### src/rtl/iec_sd_arbiter.sv
// Round-robin arbiter that multiplexes up to four drive channels onto a single SD host port.
// A grant latches the request, strobes the host, then routes ack and write data until the host completes.
module iec_sd_arbiter #(
    parameter  int DRIVES   = 2,
    parameter  int TMO_BITS = 20,
    localparam int NDR      = (DRIVES < 1) ? 1 : ((DRIVES > 4) ? 4 : DRIVES)
) (
    input  logic              clk_sys,
    input  logic              reset_n,
    input  logic [NDR*32-1:0] drv_lba,
    input  logic [NDR*6-1:0]  drv_blk_cnt,
    input  logic [NDR-1:0]    drv_rd,
    input  logic [NDR-1:0]    drv_wr,
    output logic [NDR-1:0]    drv_ack,
    input  logic [NDR*8-1:0]  drv_buff_din,
    output logic [NDR-1:0]    drv_buff_wr,
    output logic [31:0]       sd_lba,
    output logic [5:0]        sd_blk_cnt,
    output logic              sd_rd,
    output logic              sd_wr,
    input  logic              sd_ack,
    input  logic              sd_buff_wr,
    output logic [7:0]        sd_buff_din,
    output logic [1:0]        owner,
    output logic              busy,
    output logic              tmo_err
);

    typedef enum logic [1:0] {
        S_IDLE,
        S_REQ,
        S_XFER,
        S_DONE
    } state_e;

    localparam logic [1:0] LAST_RST = 2'(NDR - 1);

    state_e              state_q, state_d;
    logic [1:0]          owner_q, owner_d;
    logic [1:0]          last_q, last_d;
    logic [31:0]         lba_q, lba_d;
    logic [5:0]          blk_q, blk_d;
    logic                wr_q, wr_d;
    logic [TMO_BITS-1:0] tmo_cnt_q, tmo_cnt_d;
    logic                tmo_err_q, tmo_err_d;

    // Per-drive inputs padded to four slots so a 2-bit drive index always selects cleanly.
    logic [3:0]  pend_v, wr_v;
    logic [31:0] lba_v [4];
    logic [5:0]  blk_v [4];
    logic [7:0]  din_v [4];

    // NOTE: every combinational output gets a default before any branch, so no path leaves it unassigned and no latch is inferred.
    always_comb begin
        pend_v = '0;
        wr_v   = '0;
        for (int i = 0; i < 4; i++) begin
            lba_v[i] = '0;
            blk_v[i] = '0;
            din_v[i] = '0;
        end
        for (int i = 0; i < NDR; i++) begin
            pend_v[i] = drv_rd[i] | drv_wr[i];
            wr_v[i]   = drv_wr[i];
            lba_v[i]  = drv_lba[i*32 +: 32];
            blk_v[i]  = drv_blk_cnt[i*6 +: 6];
            din_v[i]  = drv_buff_din[i*8 +: 8];
        end
    end

    function automatic logic [1:0] rr_pick(input logic [1:0] last, input int k);
        int idx;
        idx = (int'(last) + 1 + k) % NDR;
        return idx[1:0];
    endfunction

    // Scan from the farthest candidate back to the nearest so the nearest pending drive wins.
    logic       arb_found;
    logic [1:0] arb_idx;
    always_comb begin
        arb_found = 1'b0;
        arb_idx   = '0;
        for (int k = NDR - 1; k >= 0; k--) begin
            if (pend_v[rr_pick(last_q, k)]) begin
                arb_found = 1'b1;
                arb_idx   = rr_pick(last_q, k);
            end
        end
    end

    always_comb begin
        state_d   = state_q;
        owner_d   = owner_q;
        last_d    = last_q;
        lba_d     = lba_q;
        blk_d     = blk_q;
        wr_d      = wr_q;
        tmo_cnt_d = '0;
        tmo_err_d = 1'b0;
        case (state_q)
            S_IDLE: begin
                if (arb_found) begin
                    state_d = S_REQ;
                    owner_d = arb_idx;
                    lba_d   = lba_v[arb_idx];
                    blk_d   = blk_v[arb_idx];
                    wr_d    = wr_v[arb_idx];
                end
            end
            S_REQ: begin
                tmo_cnt_d = tmo_cnt_q + 1'b1;
                if (sd_ack) begin
                    state_d = S_XFER;
                end else if (!pend_v[owner_q]) begin
                    // Withdrawn request: abandon without charging the drive its turn.
                    state_d = S_IDLE;
                end else if (tmo_cnt_d == '1) begin
                    state_d   = S_IDLE;
                    tmo_err_d = 1'b1;
                    last_d    = owner_q;
                end
            end
            S_XFER: begin
                if (!sd_ack) begin
                    state_d = S_DONE;
                end
            end
            S_DONE: begin
                last_d  = owner_q;
                state_d = S_IDLE;
            end
            default: state_d = S_IDLE;
        endcase
    end

    // NOTE: state registers use non-blocking assignments so every flop samples pre-edge values.
    always_ff @(posedge clk_sys or negedge reset_n) begin
        if (!reset_n) begin
            state_q   <= S_IDLE;
            owner_q   <= '0;
            last_q    <= LAST_RST;
            lba_q     <= '0;
            blk_q     <= '0;
            wr_q      <= 1'b0;
            tmo_cnt_q <= '0;
            tmo_err_q <= 1'b0;
        end else begin
            state_q   <= state_d;
            owner_q   <= owner_d;
            last_q    <= last_d;
            lba_q     <= lba_d;
            blk_q     <= blk_d;
            wr_q      <= wr_d;
            tmo_cnt_q <= tmo_cnt_d;
            tmo_err_q <= tmo_err_d;
        end
    end

    always_comb begin
        drv_ack     = '0;
        drv_buff_wr = '0;
        sd_buff_din = '0;
        if (state_q == S_XFER) begin
            sd_buff_din = din_v[owner_q];
            for (int i = 0; i < NDR; i++) begin
                drv_ack[i]     = (owner_q == 2'(i));
                drv_buff_wr[i] = (owner_q == 2'(i)) & sd_buff_wr;
            end
        end
    end

    assign sd_rd      = (state_q == S_REQ) & ~wr_q;
    assign sd_wr      = (state_q == S_REQ) & wr_q;
    assign sd_lba     = lba_q;
    assign sd_blk_cnt = blk_q;
    assign owner      = owner_q;
    assign busy       = (state_q != S_IDLE);
    assign tmo_err    = tmo_err_q;

endmodule

### config.mk
export PLATFORM = sky130hd
export DESIGN_NAME = iec_sd_arbiter
export DESIGN_NICKNAME = d
export VERILOG_FILES = /design/src/rtl/iec_sd_arbiter.sv
export SDC_FILE = /design/constraint.sdc
export NUM_CORES = 1
export LEC_CHECK = 0
export ABC_AREA = 1
export BUFFER_PORTS_ARGS = -buffer_cell sky130_fd_sc_hd__buf_2
export CORE_ASPECT_RATIO = 1.25
export CORE_MARGIN = 2
export CORE_UTILIZATION = 44
export CTS_BUF_LIST = sky130_fd_sc_hd__clkbuf_8
export CTS_CLUSTER_SIZE = 20
export DETAILED_ROUTE_END_ITERATION = 10
export PLACE_DENSITY = 0.78
export SETUP_SLACK_MARGIN = 0.1
export SLEW_MARGIN = 0
export SYNTH_ARGS = -nofsm -noshare
export SYNTH_HDL_FRONTEND = slang
export SYNTH_SLANG_ARGS = --single-unit
### constraint.sdc
create_clock -name clk_sys -period 1.7 [get_ports clk_sys]
set_input_delay 0.085 -clock clk_sys [delete_from_list [all_inputs] [get_ports clk_sys]]
set_output_delay 0.085 -clock clk_sys [all_outputs]
set_load 0.02 [all_outputs]
==> results by group <==
Drt
  • DR vias/cell: 5.17
  • Routed len/inst: 14.9 µm
  • Via count: 3771
  • Final ANT Viol Nets: 0
  • Final wirelength: 10900 µm
  • Initial DRC Count: 266
  • DRC viols: 0
  • Pre-Repair DR Iteration Count: 4

Setup path
  • CP endpoint kind: register
  • Setup Crit Path Kind: register to register
  • CP Launch Type: register
  • CP max FO: 3
  • Reg2Reg Depth: 11
  • RR Startpoint: tmo_cnt_q[1]
  • WP data required: 1920 ps
  • CP arrival: 2060 ps
  • Flop2flop setup slack: -140 ps
  • Worst R2R End: state_q[0]

Clock tree
  • CTS tree: built
  • Longest Clk Path Bufs: 2
  • Clock latency on the worst-skew pair: 350 ps
  • Reg clk slew, reported paths: 80 ps
  • CTS H-tree lvls: 3
  • Clock root buffer: clkbuf_8
  • Clock net sink count: 64
  • Cts bufs inserted: 9

GRT
  • Initial antenna violation count: 0
  • Gr ovfl total: 0
  • First-pass GRT wire length: 15500 µm
  • Gr usage total: 23.7%
  • Vias in the first global route: 3514
  • Largest net degree at the start of global routing: 65

Timing
  • Final Skew: 12.2 ps
  • Period utilisation layout: 108%
  • Final hold slack: -3.58 ps
  • Final Worst Setup Slack: -142 ps
  • Unrepaired setup endpoints after global routing: true
  • Achievable frequency: 543 MHz
  • Endpoints failing setup: 3
  • Setup TNS Final: -362 ps
  • Final Max Slew Viols: 0
  • Hold Fails Final Rpt: 2
  • Crit path time final: 1840 ps

Final layout
  • Layout cells sized above 1: 46.9%
  • Most frequent cells in the layout: buf_2, nor2_1, dfrtp_1, nand2_1, o21ai_0
  • Area grow syn2layout: 52.0%
  • Antenna diodes: 0
  • Most common cell after layout, fill and taps aside: buf_2
  • Layout Nets: 735

Floorplanning
  • Area of the core: 7440 µm²
  • Die Height: 102 µm
  • Die Area: 8460 µm²
  • Initial core utilization: 45.7%
  • Die X: 82.6 µm
  • Num rows: 35
  • I/O Pins: 156

Job
  • Total of max-cap violations: 0

Synth
  • Post-synth top area cell: dfrtp_1
  • Top-area cell type share of the netlist area: 46.3%
  • Synth warn: 0
  • Netlist Area Pre-Place: 3400 µm²
  • Fraction of registers with async set/reset: 100%
  • Post-synth EDFFs: 0
  • Synth Register Bits: 64
  • Top cells by area, synth: dfrtp_1, o21ai_0, nand2_1, nor2_1, inv_1
  • Commonest register cell after synthesis: dfrtp_1
  • Post-Syn Area per Cell: 7.56 µm²
  • Net Count, Synth: 552
  • Synth cell types: 30
  • Cells after Synth: 450
  • Sequential share of the synthesized area: 47.1%

Placed design
  • GP Congestion: 0.890
  • Number of port buffers: 154
  • Post-DP HPWL: 7240 µm
  • Dpl ws: -85.0 ps

Outcome
  • Status: complete, but fails checks
  • Failing checks: hold timing, setup timing

Min path
  • Hold Crit Depth: 3
  • HP Start: drv_lba[52]
  • Hold Path Class: input pin to register
  • Hold EP: sd_lba[20]

Power
  • VDD IR max: 1.07 mV
  • Pwr dens: 1630 nW/µm²
  • Final Power: 0.00842 W
  • Leak Pwr: 2.47 nW
## final cells by class
cell class | count | area, µm²
clock inverter | 6 | 61.3
sequential | 64 | 1610
inverter | 27 | 111
clock buffer | 9 | 124
timing repair buffer | 190 | 1210
tap | 92 | 115
fill | 571 | 2270
timing repair inverter | 1 | 5.00
multi-input combinational | 340 | 1930
## layer usage
layer	part of all wire, %	vias to the layer above	GRT usage (%)
li1	-	1833	-
met1	40	1771	28.9
met2	52	143	39.1
met3	6.4	24	7.16
met4	2.2	0	9.08
met5	0	-	0
## worst max-delay path by stage
stage                             from         end  slack [ps]  cells after the start
after floorplan           tmo_cnt_q[1]  state_q[0]          40                     11
after global placement    tmo_cnt_q[0]  state_q[0]         0.7                     12
after detailed placement  tmo_cnt_q[0]  state_q[0]         -80                     11
after CTS                 tmo_cnt_q[0]  state_q[0]         -70                     12
after global routing      tmo_cnt_q[1]   last_q[0]        -290                     14
final                     tmo_cnt_q[1]  state_q[0]        -140                     11
## registers in the layout, indices dropped and copies added, names as in the netlist, named ones only
signal and flops:
sd_lba 32, sd_blk_cnt 6, tmo_cnt_q 20, tmo_err 1, wr_q 1, owner 1, state_q 1, last_q 1
## synth_stat cells, types with 5 or more instances
master    number
nand4_1        7
dfrtp_1       63
nor3_1         5
o21ai_1        7
nor2_4         5
a21oi_1        8
clkbuf_1      16
nor2_1        91
o21ai_0       75
nand3_1       12
inv_1         27
a22o_1         8
nand2_1       94
## cell families after synthesis
| family | synth area share (%) |
|---|---|
| simple gates | 29.3 |
| buf+inv | 5.26 |
| xor+xnor | 1.54 |
| fa+ha+maj | 0.735 |
| flops | 47.1 |
| compound gates | 15.9 |
| other cells | 0.110 |
## power by group
part	internal, W	switching [W]
clock	0.000663	0.000607
sequential	0.00209	0.000472
combinational	0.00186	0.00273
total	0.00462	0.00381
## timing repair
item	in CTS	in global routing
setup buffers	4	11
pin swaps	7	29
endpoints found under the setup margin	11	51
resized for setup	8	151
gates cloned	0	6
hold buffers	1	2
hold endpoints to repair	63	2
## stage by stage
| step | hold WS [ps] | instances | util [%] | area (µm²) |
|---|---|---|---|---|
| after global placement | 124 | 690 | 58.5 | 4350 |
| after global routing | 3.02 | 729 | 69.4 | 5170 |
| final | -3.58 | 729 | 69.4 | 5170 |
| after floorplan | -211 | 450 | - | 3400 |
| after CTS | 0.627 | 710 | 61.7 | 4590 |
| after detailed placement | 126 | 690 | 58.5 | 4350 |
## worst max-delay path, cell delays in order (launching register included)
cell and delay, ps:
dfrtp_1 410, ha_4 200, buf_4 120, nor2_1 40, nor2_1 160, nand2_1 70
nor3_1 200, nand3b_1 160, nor2_2 150, nand3_2 80, nand2_1 70, a21oi_1 60
(Power assumes the default switching activity.)
